$ cat config.mk
export PLATFORM = sky130hd
export DESIGN_NAME = lcd_refresh_scheduler
export DESIGN_NICKNAME = d
export VERILOG_FILES = /design/src/rtl/lcd_refresh_scheduler.sv
export SDC_FILE = /design/constraint.sdc
export NUM_CORES = 1
export LEC_CHECK = 0
export ABC_AREA = 1
export CORE_AREA = 2 2 114 116
export DETAILED_ROUTE_END_ITERATION = 10
export DIE_AREA = 0 0 116 118
export GPL_TIMING_DRIVEN = 0
export PLACE_DENSITY = 0.89
export SETUP_SLACK_MARGIN = 0.2
export SLEW_MARGIN = 20
export SYNTH_ARGS = -nofsm -noshare
export SYNTH_HDL_FRONTEND = slang
export SYNTH_SLANG_ARGS = --single-unit
$ cat constraint.sdc
create_clock -name clk -period 1.9 [get_ports clk]
set_input_delay 0.285 -clock clk [delete_from_list [all_inputs] [get_ports clk]]
set_output_delay 0.285 -clock clk [all_outputs]
set_load 0.01 [all_outputs]
$ cat src/rtl/lcd_refresh_scheduler.sv
// lcd_refresh_scheduler: snapshots the game table and paces LCD frame refreshes
// with update coalescing, a post-frame hold-off and a stalled-frame timeout.
module lcd_refresh_scheduler #(
    parameter int TABLE_W = 100,
    parameter int MIN_GAP = 1000,
    parameter int GAP_W   = 16,
    parameter int TIMEOUT = 50000,
    parameter int TO_W    = 16
) (
    input  logic               clk,
    input  logic               rst,
    input  logic [TABLE_W-1:0] game_table,
    input  logic               table_upd,
    input  logic               force_refresh,
    input  logic               frame_done,
    output logic               frame_start,
    output logic [TABLE_W-1:0] snap_table,
    output logic               busy,
    output logic               pending,
    output logic [7:0]         frame_cnt,
    output logic               timeout_err
);
    localparam logic [2:0] IDLE = 3'd0, SNAP = 3'd1, START = 3'd2, WAIT_DONE = 3'd3, HOLDOFF = 3'd4;
    logic [2:0]       state, state_nx;
    logic [GAP_W-1:0] gap;
    logic [TO_W-1:0]  to_cnt;
    logic             req, upd, to_hit, gap_hit;
    assign upd         = table_upd | force_refresh;
    assign req         = pending | upd;
    assign to_hit      = to_cnt == TO_W'(TIMEOUT - 1);
    assign gap_hit     = gap == GAP_W'(MIN_GAP - 1);
    assign frame_start = state == START;
    assign busy        = state != IDLE;
    always_comb begin
        state_nx = state;
        case (state)
            IDLE:      state_nx = req ? SNAP : IDLE;
            SNAP:      state_nx = START;
            START:     state_nx = WAIT_DONE;
            WAIT_DONE: state_nx = (frame_done || to_hit) ? HOLDOFF : WAIT_DONE;
            HOLDOFF:   state_nx = (force_refresh || gap_hit) ? IDLE : HOLDOFF;
            default:   state_nx = IDLE;
        endcase
    end
    always_ff @(posedge clk) begin
        if (rst) begin
            state       <= IDLE;
            pending     <= 1'b1;
            snap_table  <= '0;
            frame_cnt   <= '0;
            timeout_err <= 1'b0;
            gap         <= '0;
            to_cnt      <= '0;
        end else begin
            state   <= state_nx;
            // a strobe in the SNAP cycle itself must survive to request the next frame
            pending <= upd ? 1'b1 : (state == SNAP) ? 1'b0 : pending;
            to_cnt  <= (state == WAIT_DONE) ? to_cnt + 1'b1 : '0;
            gap     <= (state == HOLDOFF) ? gap + 1'b1 : '0;
            if (state == SNAP)
                snap_table <= game_table;
            if (state == WAIT_DONE && frame_done)
                frame_cnt <= frame_cnt + 8'd1;
            else if (state == WAIT_DONE && to_hit)
                timeout_err <= 1'b1;
        end
    end
endmodule

# --- Yosys cells after proc, flatten, opt, wreduce, memory -nomap -nowiden ---
# Cells that the tools add are included.
# W data, S select, Z words.
totals:
  inputBits: 105
  regBits: 145
  word_cells: 35
  out_inout_bits: 112
classes:
  bitwise: 5
  n_reduce_logical: 10
  n_mux: 4
  add_sub_neg: 3
  eq_ne: 6
op_table:
  columns: ["operator", "n"]
  rows:
  - ["$add A16 B1 Y16 const B", 2]
  - ["$eq A16 B10 Y1 const B", 1]
  - ["$eq A16 B16 Y1 const B", 1]
  - ["$pmux W3 S5", 1]
  - ["$add A8 B1 Y8 const B", 1]
  - ["$eq A3 B2 Y1 const B", 2]
  - ["$mux W3", 2]
  - ["$reduce_or A2 Y1", 3]
  - ["$eq A3 B1 Y1 const B", 1]
  - ["$eq A3 B3 Y1 const B", 1]
  - ["$logic_not A3 Y1", 1]
  - ["$not A1 Y1", 3]
  - ["$reduce_bool A3 Y1", 1]
  - ["$logic_and A1 B1 Y1", 2]
  - ["$logic_or A1 B1 Y1", 2]
  - ["$or A1 B1 Y1", 2]
  - ["$reduce_and A2 Y1", 1]
  - ["$mux W1", 1]

# --- Depth between registers and ports, before layout ---
logic_depth:
  word_depth: 4
  depth_mapped: 9
  ltp_nobuf: 9

# --- Least setup slack after synthesis ---
# No wires, ideal clock.
synth_path:
  path_kind: "reg2reg"
  startpoint: "register gap[0]"
  endpoint: "register gap[14]"
  period_less_slack_ps: 1211
  setup_ps: 115
  path_slack_ps: 689
  path_stages_with_launch: 9
  required_time_ps: 1785
  n_path_buf: 0
  arrival_time_ps: 1096
  path_cell_list: "dfxtp_1 ha_1 nand2_1 inv_1 nand2_1 nor2_2 nand4_1 nand2_1 nor2_1"
synth_via:
  elab_chain_cells: 1
synth_lines:
  columns: ["item", "line_no", "text"]
  rows:
  - ["start, declared", "25", "logic [GAP_W-1:0] gap;"]
  - ["start signal, assigned", "59", "gap <= (state == HOLDOFF) ? gap + 1'b1 : '0;"]
  - ["$add A16 B1 Y16", "59", null]
# No other way between the ends.
# A chain may end at the register's enable or synchronous reset.

# --- Worst setup path in the final report ---
layout_path:
  startpoint: "register snap_table[25]"
  endpoint: "output snap_table[25]"
layout_rtl:
  columns: ["item", "line_no", "text"]
  rows:
  - ["start, declared", "17", "output logic [TABLE_W-1:0] snap_table,"]
  - ["start signal, assigned", "61", "snap_table <= game_table;"]
# No word-level cell between the ends.

==> flow_summary.json <==
{
  "outcome": "complete, no violations",
  "drt_pass1_iterations": 4,
  "synth.top_cells.by_area": "dfxtp_1 50%, a21oi_1 11%, inv_1 9.3%",
  "slew_viol_final": 0,
  "drive_gt1_share_pct": 8.16,
  "synth_compound_gate_area_share_pct": 20.6,
  "wl_per_cell_um": 14.2,
  "clk-insertion-delay-late_ps": 430,
  "rsz0062_at_grt": "yes",
  "antennaDiodeCount": 0,
  "ys.flop_type": "dfxtp_1",
  "drtAntennaViolNets": 0,
  "worstSetupPathType": "flip-flop to output pin",
  "ir_drop_v": 0.000670,
  "critPathMaxStageDelay_ps": 620,
  "synth_top_family_by_area": "compound AO/OA/AOI/OAI gates",
  "io_pins": 217,
  "syn_area_per_cell_um2": 7.73,
  "max_freq_mhz": 607,
  "drc": 0,
  "clock_path_buffers": 2,
  "synthArstFlopShare_pct": 0,
  "start_util_pct": 47.1,
  "setup_violations": 0,
  "syn-num-nets": 865,
  "clk_pin_slew_ps": 60,
  "power.leakage_nw": 3.47,
  "htreeDepth": 4,
  "grt_max_degree": 17,
  "portBuffers": 215,
  "numCtsBuffers": 17,
  "hpwlAfterDp_um": 11800,
  "grt.overflow.total": 0,
  "slowest_stage": "clkdlybuf4s50_1",
  "grt_pass1_vias": 5462,
  "synth-warning-count": 0,
  "critPathMaxFanout": 2,
  "rows": 41,
  "synth_edf_count": 0,
  "nets": 1100,
  "ys_seq_area_share_pct": 49.6,
  "gp_congestion": 0.883,
  "synth_top_area_cell": "dfxtp_1",
  "area.growth.synth_to_final_pct": 52.1,
  "hold_class": "input port to flip-flop",
  "p_total_w": 0.0104,
  "worstPathArrival_ps": 1360,
  "routed_wl_um": 16800,
  "die_w_um": 116,
  "worstPathRequired_ps": 1620,
  "synth_cell_types": 31,
  "synth_area_um2": 5850,
  "vias": 5711,
  "nFillCells": 942,
  "synth_fa_ha_area_share_pct": 0.642,
  "synth_cells": 757,
  "finClkSkew_ps": 9.40,
  "synth_commonest_cells": "145 x dfxtp_1, 145 x inv_1, 130 x a21oi_1",
  "holdWs_ps": 155,
  "yosys.area_share.simple_pct": 13.7,
  "worst_slew_pin_slew_ps": 455,
  "drt_iter0_drc": 286,
  "cts_sinks": 145,
  "cp_num_buf_inv": 1,
  "power.density_nw_per_um2": 1170,
  "hold_viol_final": 0,
  "path_cells": "clkdlybuf4s50_1",
  "grt_usage_pct": 24.8,
  "grt_pass1_wl_um": 26500,
  "synth_mux_area_share_pct": 0,
  "core_um2": 12400,
  "die_y_um": 118,
  "synthXorXnorAreaFrac_pct": 0.899,
  "cts_hold_buf": 0,
  "post-place-ws_ps": 354,
  "antenna_found_initial": 0,
  "period_needed_ps": 1650,
  "drv_cap": 0,
  "yosys_register_bits": 145,
  "period_share_pct": 86.7,
  "setup_slack_ps": 252,
  "cts_tree": "built",
  "vias_per_cell": 4.85,
  "cts-root-buf": "clkbuf_16",
  "fin_tns_setup_ps": 0,
  "synth_top_area_share_pct": 49.6,
  "end_kind": "output pin",
  "fin_util_pct": 71.6,
  "crit_path_start_kind": "flip-flop",
  "die_area_um2": 13700,
  "cp_top_family": "buffers and inverters",
  "slew_headroom_pct": 69.6
}
-- through the flow --
| step | instance area [um2] | std cells |
|---|---|---|
| global route | 8890 | 1177 |
| finish | 8890 | 1177 |
| floorplan | 5850 | 757 |
| global placement | 8220 | 1144 |
| CTS | 8880 | 1177 |
| detailed placement | 8220 | 1144 |
-- cell type report --
class | count | area, um2 | area share (%)
Sequential cell | 145 | 2910 | 32.7
Timing Repair Buffer | 216 | 2160 | 24.3
Multi-Input combinational cell | 427 | 2100 | 23.7
Inverter | 149 | 559 | 6.29
Clock buffer | 19 | 443 | 4.98
Buffer | 36 | 289 | 3.25
Tap cell | 172 | 215 | 2.42
Clock inverter | 13 | 209 | 2.35
-- logic make-up (layout without fill, tap and decap cells) --
kind of cell | count (synthesis) | count (layout)
AOI/OAI and AO/OA | 240 | 240
buffers and inverters | 185 | 433
and+or+nand+nor | 178 | 178
DFF | 145 | 145
xor gates and xnor gates | 6 | 6
adders and majority gates | 3 | 3
-- power breakdown --
part           leakage, nW  switching [W]  internal [W]
clock network        0.310        0.00130       0.00237
registers             1.19       0.000275       0.00356
logic                 1.97        0.00136       0.00151
total                 3.47        0.00294       0.00743
-- metal layers --
metal,up-vias,track usage [%],share of wire (%)
met1,2574,28.1,41
li1,2898,-,-
met3,47,7.72,7.0
met5,-,0,0
met2,192,41.4,48
met4,0,12.6,3.6
-- repair_timing --
item,CTS,global route
gates cloned,0,0
buffers inserted,1,0
pin swaps,0,1
endpoints found under the setup margin,5,5
resized for setup,11,6
-- path summary, 6_finish.rpt --
check             slack (ps)            from              to  depth (start not counted)
hold / removal           150             rst        state[1]                          2
hold reg to reg          440  snap_table[37]  snap_table[37]                          2
setup reg to reg         490       to_cnt[0]      to_cnt[10]                          7
setup / recovery         250  snap_table[25]  snap_table[25]                          1
-- sequential cells by signal (all words and copies together), names as in the netlist --
name	cells
snap_table	100
gap	16
to_cnt	16
frame_cnt	8
state	3
pending	1
timeout_err	1
-- cells in the final DEF, fill, tap and decap left out, types with 7 or more instances in the layout --
cell | synthesis | routed
buf_8 | 7 | 7
nor2_1 | 54 | 53
o21ai_0 | 72 | 72
clkbuf_16 | 0 | 17
buf_2 | 13 | 13
clkbuf_1 | 7 | 8
a21oi_1 | 130 | 130
clkdlybuf4s50_1 | 0 | 206
nand2_1 | 75 | 75
o21ai_1 | 35 | 35
dfxtp_1 | 145 | 143
inv_1 | 145 | 144
nor3_1 | 8 | 8
nand4_1 | 7 | 7
nand3_1 | 18 | 17
No activity file was read; power rests on OpenSTA's default activity.
